`src/rtl/put_sequencer.sv`:
```
// put_sequencer: issuing side of the accumulator put interface. Latches up to
// three operands on a request, emits them as one-cycle put beats (r0, r1, r2
// order), then waits for the accumulator's done acknowledge. The outcome is
// reported as a one-cycle done or err pulse.
module put_sequencer #(
    parameter int unsigned TIMEOUT = 16,
    parameter int unsigned CW      = 8
) (
    input  logic       clk,
    input  logic       reset,
    input  logic       start,
    input  logic [1:0] count,
    input  logic [7:0] op0,
    input  logic [7:0] op1,
    input  logic [7:0] op2,
    input  logic       hold,
    input  logic       acc_done,
    output logic       busy,
    output logic       put_flag,
    output logic [7:0] put_value,
    output logic       done,
    output logic       err
);

    typedef enum logic [1:0] {Idle, Issue, WaitAck} stateT;

    stateT         stateQ, stateD;
    logic [1:0]    idxQ, idxD;
    logic [1:0]    cntQ, cntD;
    logic [7:0]    op0Q, op0D;
    logic [7:0]    op1Q, op1D;
    logic [7:0]    op2Q, op2D;
    logic [CW-1:0] timerQ, timerD;
    logic          putFlagQ, putFlagD;
    logic [7:0]    putValueQ, putValueD;
    logic          doneQ, doneD;
    logic          errQ, errD;
    logic [7:0]    curOp;

    // State register; synchronous active-low reset clears everything.
    always_ff @(posedge clk) begin
        if (!reset) begin
            stateQ    <= Idle;
            idxQ      <= 2'd0;
            cntQ      <= 2'd0;
            op0Q      <= 8'd0;
            op1Q      <= 8'd0;
            op2Q      <= 8'd0;
            timerQ    <= '0;
            putFlagQ  <= 1'b0;
            putValueQ <= 8'd0;
            doneQ     <= 1'b0;
            errQ      <= 1'b0;
        end else begin
            stateQ    <= stateD;
            idxQ      <= idxD;
            cntQ      <= cntD;
            op0Q      <= op0D;
            op1Q      <= op1D;
            op2Q      <= op2D;
            timerQ    <= timerD;
            putFlagQ  <= putFlagD;
            putValueQ <= putValueD;
            doneQ     <= doneD;
            errQ      <= errD;
        end
    end

    // Next-state logic: request latch, beat issue, acknowledge wait and timeout.
    always_comb begin
        stateD    = stateQ;
        idxD      = idxQ;
        cntD      = cntQ;
        op0D      = op0Q;
        op1D      = op1Q;
        op2D      = op2Q;
        timerD    = timerQ;
        putFlagD  = 1'b0;
        putValueD = 8'd0;
        doneD     = 1'b0;
        errD      = 1'b0;

        case (idxQ)
            2'd0:    curOp = op0Q;
            2'd1:    curOp = op1Q;
            default: curOp = op2Q;
        endcase

        case (stateQ)
            Idle: begin
                if (start) begin
                    if (count == 2'd0) begin
                        errD = 1'b1;
                    end else begin
                        op0D   = op0;
                        op1D   = op1;
                        op2D   = op2;
                        cntD   = count;
                        idxD   = 2'd0;
                        stateD = Issue;
                    end
                end
            end
            Issue: begin
                if (!hold) begin
                    putFlagD  = 1'b1;
                    putValueD = curOp;
                    idxD      = idxQ + 2'd1;
                    if (idxQ == cntQ - 2'd1) begin
                        stateD = WaitAck;
                        timerD = '0;
                    end
                end
                // An acknowledge before all beats are out aborts the request;
                // a beat issued this same cycle still goes out.
                if (acc_done) begin
                    errD   = 1'b1;
                    idxD   = 2'd0;
                    stateD = Idle;
                end
            end
            WaitAck: begin
                if (acc_done) begin
                    doneD  = 1'b1;
                    stateD = Idle;
                end else if (timerQ == CW'(TIMEOUT - 1)) begin
                    errD   = 1'b1;
                    stateD = Idle;
                end else begin
                    timerD = timerQ + CW'(1);
                end
            end
            default: stateD = Idle;
        endcase
    end

    assign busy      = (stateQ != Idle);
    assign put_flag  = putFlagQ;
    assign put_value = putValueQ;
    assign done      = doneQ;
    assign err       = errQ;

endmodule
```
`config.mk`:
```
export PLATFORM = sky130hd
export DESIGN_NAME = put_sequencer
export DESIGN_NICKNAME = d
export VERILOG_FILES = /design/src/rtl/put_sequencer.sv
export SDC_FILE = /design/constraint.sdc
export NUM_CORES = 1
export LEC_CHECK = 0
export BUFFER_PORTS_ARGS = -buffer_cell sky130_fd_sc_hd__buf_2
export CORE_MARGIN = 2
export CORE_UTILIZATION = 50
export DETAILED_ROUTE_END_ITERATION = 7
export PLACE_DENSITY_LB_ADDON = 0.12
export SETUP_SLACK_MARGIN = 0.1
export SLEW_MARGIN = 5
export SYNTH_ARGS = -nofsm -noshare
export SYNTH_HDL_FRONTEND = slang
export SYNTH_SLANG_ARGS = --single-unit
```
`constraint.sdc`:
```
create_clock -name clk -period 2.12 [get_ports clk]
set_clock_uncertainty 0.05 [all_clocks]
set_input_delay 0.212 -clock clk [delete_from_list [all_inputs] [get_ports clk]]
set_output_delay 0.212 -clock clk [all_outputs]
set_load 0.1 [all_outputs]
```
==> summary.txt, run 1 <==
Yosys
  – Ys Warns: 0
  – Post-synthesis sequential area ratio: about 48%
  – Synthesized cell area: just over 2000 um2
  – Mapped Cells: between 200 and 250
  – Synth Area in Simple Gates: 23.16%
  – Asr flop ratio synth: 0%
  – Post-Synth Adder-Cell Area: 1.838%
  – Mux contribution to synthesized area: 1.532%
  – Syn avg cell area: 8.267 um2
  – #FFs+latches synth: about 50
  – Post-synth net total: 281
  – Cell variety after synth: 41
  – Synth Area in Compound Gates: a little over a fifth
  – Largest family of logic cells by synthesized area: simple AND/OR/NAND/NOR gates
  – Xor and xnor area share after synthesis: less than 1%
  – Ys flop type: dfxtp_1
  – Number of synthesized flops with an enable pin: 0

Drt
  – Pre-antenna DRT Iters: 4
  – Vias post-DR: 1,760
  – Drt drc: 0
  – ANT nets after route: 0
  – Final wirelength: 4.276 mm
  – Met3 WL: 271 um
  – DRT iter0 DRCs: 82
  – Via/cell ratio: 5.192
  – Top layer reached by signal wires: met4
  – Met1 wire length: 2.004 mm
  – Routed WL per cell: 12.61 um
  – Routed wl met2: 1.942 mm

Cells and area
  – Commonest non-fill, non-tap cell in the layout: nand2_1
  – P&R area growth vs syn: 17.10%
  – Multi-input logic area: between 900 and 1000 um2
  – Ant diodes: 0
  – Layout cells sized above 1: 23.53%
  – Most frequent cells in the layout: nand2_1 (69), dfxtp_1 (48), buf_2 (42)
  – FF/Latch Area: 982.2 um2
  – Fin nets: 322
  – Utilization after layout: 60.21%
  – Fillers: ~400

Setup path
  – Worst setup SP type: flip-flop
  – Crit Path Max Fanout: 10
  – CP required: between 2 and 2.5 ns
  – Crit-path slowest cell: or4_4
  – Critical path class: reg -> reg
  – Slowest stage delay, CP: 0.57 ns
  – CP cell instances: or4_4, o21ai_4, a32oi_4, a21o_1, o41ai_1
  – CP endpoint kind: flip-flop
  – WP data arrival: 1.93 ns

Timing
  – Total negative setup slack: 0 ns
  – Max-slew violations: 0
  – Hold slack: 0.08140 ns
  – Endpoints failing setup: 0
  – Minimum clock period: 1.783 ns
  – Crit share post-route: 84.11%
  – Final Hold Vio Count: 0
  – Final setup margin: 0.3369 ns
  – Max Fclk: 0.5608 GHz
  – RSZ-0062 raised after global routing: false
  – Worst-Margin Slew: ~0.49 ns
  – Relative slew slack: 67.53%

Run
  – Max-Cap Viols: 0

GRT
  – Vias in the first global route: 1,579
  – Total track usage: 20.71%
  – Initial antenna violation count: 0
  – Grt total ovfl: 0
  – First-pass GRT wire length: 7.079 mm
  – Largest net degree at the start of global routing: 36

Clock network
  – Register clock-pin slew on the reported worst setup and hold paths: about 0.1 ns
  – Clk root buf: clkbuf_8
  – # hold bufs at CTS: 0
  – TritonCTS clock tree: built
  – Setup Buffers After CTS: 0
  – CTS Sinks: 49
  – H-tree lvl count: 2
  – Clk Latency, worst-skew pair: about 0.30 ns
  – Num CTS Buffers: 5
  – Clk buf depth: 2

Die
  – Starting Density: 51.42%
  – IO Count: 43
  – Die footprint: 4611 um2
  – Core Footprint: 3971 um2
  – # rows: 23
  – Die width: slightly below 70 um
  – Die Ht: roughly 68 um

Worst hold path
  – Path category of the worst min-delay check: in -> reg

Placed design
  – Detailed Place HPWL: 2.857 mm
  – # port buffers: 42
  – Final GP Congestion: 0.7366
  – Pre-CTS WS: ~0.29 ns

Power
  – PD cells: 726.5 nW/um2
  – Maximum vdd drop: 0.4204 mV
  – Leakage Power: approximately 0.00094 uW

Run status
  – Outcome: complete, no violations
[state kept, by name (all words and copies together) (netlist names)]
| signal | flops |
|---|---|
| err | 1 |
| put_flag | 1 |
| cntQ | 2 |
| stateQ | 2 |
| op0Q | 8 |
| op1Q | 8 |
| timerQ | 8 |
| op2Q | 8 |
| idxQ | 2 |
| put_value | 8 |
| done | 1 |
[final cells by class]
type,count,area share [%]
timing repair buffer,47,10.36
multi-input combinational,179,41.18
clock inverter,3,0.9419
tap,50,2.616
inverter,6,0.9419
clock buffer,5,2.878
sequential,49,41.08
[Yosys cell counts (2+ instances only)]
| cell | n | area, um2 |
|---|---|---|
| nand2_1 | 69 | 259.0 |
| ha_1 | 3 | 37.54 |
| and2_1 | 2 | 12.51 |
| buf_2 | 3 | 15.01 |
| o21ai_0 | 4 | 20.02 |
| nor3b_2 | 2 | 25.02 |
| a22oi_1 | 8 | 60.06 |
| mux2i_1 | 2 | 20.02 |
| buf_1 | 2 | 7.510 |
| a31oi_1 | 4 | 25.02 |
| nand2b_1 | 3 | 18.77 |
| nor2b_1 | 4 | 25.02 |
| inv_1 | 5 | 18.77 |
| a211oi_1 | 2 | 15.01 |
| clkbuf_1 | 7 | 26.28 |
| dfxtp_1 | 49 | 980.9 |
| nand3_1 | 2 | 10.01 |
| nor2_1 | 8 | 30.03 |
| o21a_1 | 2 | 15.01 |
| a21oi_1 | 39 | 195.2 |
| or2_2 | 5 | 31.28 |
| or3_1 | 2 | 12.51 |
| nor3_1 | 2 | 10.01 |
[through the flow]
stage / power, uW / area (um2) / cells
3_5_place_dp: 1195 / 2298 / 331
4_1_cts: 1746 / 2390 / 339
6_report: 1737 / 2391 / 339
2_1_floorplan: 1129 / 2042 / 247
3_3_place_gp: 1193 / 2298 / 331
5_1_grt: 1813 / 2391 / 339
[routing by layer]
metal / global-route usage [%] / vias to the layer above
met5: 0 / -
met4: 10.25 / 0
met3: 4.112 / 6
met2: 31.86 / 52
met1: 27.68 / 783
li1: - / 919
[logic make-up after synthesis]
logic type,after synthesis
xor+xnor,1
mux,3
flops,49
fa+ha+maj,3
simple gates,104
buf+inv,19
compound gates,68
[critical path: cells and delay by family, from the launching register on]
family	cells	cell delay [ns]
AOI/OAI and AO/OA	4	0.70
DFF	1	0.36
and+or+nand+nor	1	0.57
[worst paths after layout]
path                            startpoint         to  slack [ns]  cells past startpoint
worst min-delay path                op1[6]    op1Q[6]        0.08                      3
worst max register to register   timerQ[4]  timerQ[5]        0.34                      5
worst min register to register     op1Q[5]    op1Q[5]        0.41                      2
worst max-delay path             timerQ[4]  timerQ[5]        0.34                      5
[report_power, final]
group / total [uW] / internal (uW) / switching [uW]
clock network: 566 / 235 / 331
logic: 195 / 71.6 / 123
registers: 976 / 955 / 21.1
total: 1740 / 1260 / 475
[repair_timing]
item / CTS / global route
endpoints found under the hold margin: 0 / 0
resized for setup: 0 / 1
setup endpoints to repair: 0 / 1
No activity file was read; power rests on OpenSTA's default activity.
==> run 2: changes to the inputs <==
--- a/config.mk
+++ b/config.mk
@@ -5,6 +5,7 @@
 export SDC_FILE = /design/constraint.sdc
 export NUM_CORES = 1
 export LEC_CHECK = 0
+export ABC_AREA = 1
 export BUFFER_PORTS_ARGS = -buffer_cell sky130_fd_sc_hd__buf_2
 export CORE_MARGIN = 2
 export CORE_UTILIZATION = 50
==> constraint.sdc (replaced) <==
create_clock -name clk -period 1.7 [get_ports clk]
set_clock_uncertainty 0.05 [all_clocks]
set_input_delay 0.17 -clock clk [delete_from_list [all_inputs] [get_ports clk]]
set_output_delay 0.17 -clock clk [all_outputs]
set_load 0.1 [all_outputs]
==> run 2 against run 1 <==
  * Cell count grew 16%
  * Register-to-register slack got worse by 0.11 ns
  * Sequential cell count unchanged
==> summary.txt, run 2 <==
Run status
  – Outcome: complete, no violations (unchanged)

Yosys
  – Most common cell in the netlist: nand2_1 (unchanged)
  – Share of Yosys cell area claimed by the top area cell type: 43.01% (was 48.04%)
  – Synth area leader: dfxtp_1 (unchanged)
  – #FFs+latches synth: 49 (unchanged)
  – Ys flop type: dfxtp_1 (unchanged)
  – Asr flop ratio synth: 0% (unchanged)
  – Post-synthesis sequential area ratio: 43.01% (was 48.04%)
  – Post-synth net total: 330 (was 281)
  – Number of synthesized flops with an enable pin: 0 (unchanged)
  – Cell variety after synth: 31 (was 41)
  – Syn avg cell area: 7.706 um2 (was 8.267 um2)
  – Mapped Cells: 296 (was 247)
  – Synthesized cell area: 2281 um2 (was 2042 um2)
  – Synth area leaders: dfxtp_1 (43%), a21oi_1 (9.0%), nand2_1 (8.4%) (was dfxtp_1 (48%), nand2_1 (13%), a21oi_1 (9.6%))
  – Ys Warns: 0 (unchanged)
  – Commonest cells in the netlist: nand2_1 (51), dfxtp_1 (49), a21oi_1 (41) (was nand2_1 (69), dfxtp_1 (49), a21oi_1 (39))

Clock network
  – TritonCTS clock tree: built (unchanged)
  – Resized cells post-CTS: 1 (was 0)
  – Setup Buffers After CTS: 0 (unchanged)
  – H-tree lvl count: 2 (unchanged)
  – Register clock-pin slew on the reported worst setup and hold paths: 0.10 ns (about the same)
  – Clk root buf: clkbuf_8 (unchanged)
  – Num CTS Buffers: 5 (unchanged)
  – CTS Sinks: 49 (unchanged)
  – Clk buf depth: 2 (unchanged)
  – Clk Latency, worst-skew pair: 0.30 ns (about the same)
  – # hold bufs at CTS: 0 (unchanged)

Timing
  – Worst-Margin Slew: 0.4909 ns (was 0.4905 ns)
  – Total negative setup slack: 0 ns (unchanged)
  – Crit share post-route: 86.99%
  – Minimum clock period: 1.479 ns
  – RSZ-0062 raised after global routing: false (unchanged)
  – Max-slew violations: 0 (unchanged)
  – Endpoints failing setup: 0 (unchanged)
  – Final setup margin: 0.2212 ns (was 0.3369 ns)
  – Hold slack: 0.05249 ns (was 0.08140 ns)
  – Max Fclk: 0.6762 GHz
  – Relative slew slack: 67.50% (was 67.53%)
  – Final Hold Vio Count: 0 (unchanged)

Die
  – Die width: 71.54 um (was 67.91 um)
  – Die footprint: 5118 um2 (was 4611 um2)
  – Core Footprint: 4384 um2 (was 3971 um2)
  – Die Ht: 71.54 um (was 67.91 um)
  – IO Count: 43 (unchanged)
  – Starting Density: 52.03% (was 51.42%)
  – # rows: 24 (was 23)

Drt
  – Drt drc: 0 (unchanged)
  – ANT nets after route: 0 (unchanged)
  – Vias post-DR: 1,988 (was 1,760)
  – Final wirelength: 4.813 mm (was 4.276 mm)
  – Via/cell ratio: 5.046 (was 5.192)
  – Pre-antenna DRT Iters: 4 (unchanged)
  – DRT iter0 DRCs: 100 (was 82)
  – Routed WL per cell: 12.22 um (was 12.61 um)

GRT
  – Largest net degree at the start of global routing: 45 (was 36)
  – Grt total ovfl: 0 (unchanged)
  – Total track usage: 20.31% (was 20.71%)
  – First-pass GRT wire length: 8.211 mm (was 7.079 mm)
  – Initial antenna violation count: 0 (unchanged)
  – Vias in the first global route: 1,843 (was 1,579)

Cells and area
  – P&R area growth vs syn: 14.98% (was 17.10%)
  – Multi-input logic area: 1077 um2 (was 984.7 um2)
  – Commonest non-fill, non-tap cell in the layout: nand2_1 (unchanged)
  – Layout cells sized above 1: 25.73% (was 23.53%)
  – FF/Latch Area: 983.4 um2 (was 982.2 um2)
  – Final non-filler cell total: 394 (was 339)
  – Fillers: 422 (was 399)
  – Most frequent cells in the layout: nand2_1 (51), dfxtp_1 (47), a21oi_1 (41), buf_2 (41), inv_1 (34) (was nand2_1 (69), dfxtp_1 (48), buf_2 (42))
  – Ant diodes: 0 (unchanged)
  – Fin nets: 375 (was 322)

Power
  – Maximum vdd drop: 0.4105 mV (was 0.4204 mV)
  – Leakage Power: 0.001112 uW (was 0.0009365 uW)
  – PD cells: 922.2 nW/um2 (was 726.5 nW/um2)

Setup path
  – Worst setup SP type: flip-flop (unchanged)
  – Crit Path Max Fanout: 5 (was 10)
  – Crit-path slowest cell: dfxtp_1 (was or4_4)
  – Critical path class: reg -> out (was reg -> reg)
  – CP delay by family, top: flip-flops (was compound AO/OA/AOI/OAI gates)
  – CP endpoint kind: output pin (was flip-flop)
  – CP required: 1.48 ns (was 2.27 ns)
  – WP data arrival: 1.26 ns (was 1.93 ns)
  – CP Buf/Inv Count: 2 (was 0)
  – CP cell instances: nor2_2, inv_2, buf_4 (was or4_4, o21ai_4, a32oi_4, a21o_1, o41ai_1)
  – Slowest stage delay, CP: 0.46 ns (was 0.57 ns)

Placed design
  – Detailed Place HPWL: 3.560 mm (was 2.857 mm)
  – Post-placement cell count: 386 (was 331)
  – # port buffers: 42 (unchanged)
  – Pre-CTS WS: 0.1886 ns (was 0.2906 ns)
  – Final GP Congestion: 0.8806 (was 0.7366)

Worst hold path
  – Path category of the worst min-delay check: in -> reg (unchanged)

Run
  – Max-Cap Viols: 0 (unchanged)
run 2: logic make-up (layout without fill, tap and decap cells):
logic type	after synthesis	count (layout)	share of synthesized area, %
AND/OR/NAND/NOR	121	121	27.92
buffers and inverters	49	95	9.874
AO/OA/AOI/OAI	73	73	17.17
adder cells (fa/ha/maj)	3	3	1.646
XOR/XNOR	1	1	0.3841
flip-flops	49	49	43.01
run 2: worst paths after layout:
path              cells after the start  startpoint  slack, ns   endpoint
setup / recovery                      3   stateQ[0]       0.22       busy
hold / removal                        3      op2[3]       0.05    op2Q[3]
setup reg to reg                      8   timerQ[0]       0.23  timerQ[2]
hold reg to reg                       2     op0Q[7]       0.41    op0Q[7]
run 2: cell type report:
type,count,share of cell area (%)
multi-input combinational,198,41.08
sequential,49,37.50
timing repair buffer,45,8.969
inverter,42,6.393
clock buffer,5,2.624
tap,52,2.481
clock inverter,3,0.9542
run 2: worst register-to-register path, stage by stage, from the launching register on:
cell	delay, ns
dfxtp_2	0.39
ha_2	0.24
nand3_2	0.16
nor2_4	0.18
nor2_2	0.06
nor2_4	0.09
nor2_4	0.05
nor2_1	0.09
nor2_1	0.05
run 2: power by group:
group          switching [uW]  internal [uW]
combinational             305            152
sequential               36.8           1220
clock                     408            300
total                     750           1670
run 2: through the flow:
| stage | utilization (%) | total power (uW) | instance area (um2) |
|---|---|---|---|
| 6_report | 59.82 | 2419 | 2623 |
| 3_3_place_gp | 57.45 | 1725 | 2519 |
| 3_5_place_dp | 57.45 | 1732 | 2519 |
| 4_1_cts | 59.65 | 2438 | 2615 |
| 5_1_grt | 59.82 | 2555 | 2623 |
| 2_1_floorplan | - | 1628 | 2281 |
run 2: per-layer routing:
metal / vias to the layer above / part of all wire [%] / track usage [%]
li1: 1052 / - / -
met1: 891 / 45 / 25.09
met2: 39 / 50 / 35.29
met3: 6 / 4.0 / 4.501
met4: 0 / 0.96 / 6.289
met5: - / 0 / 0
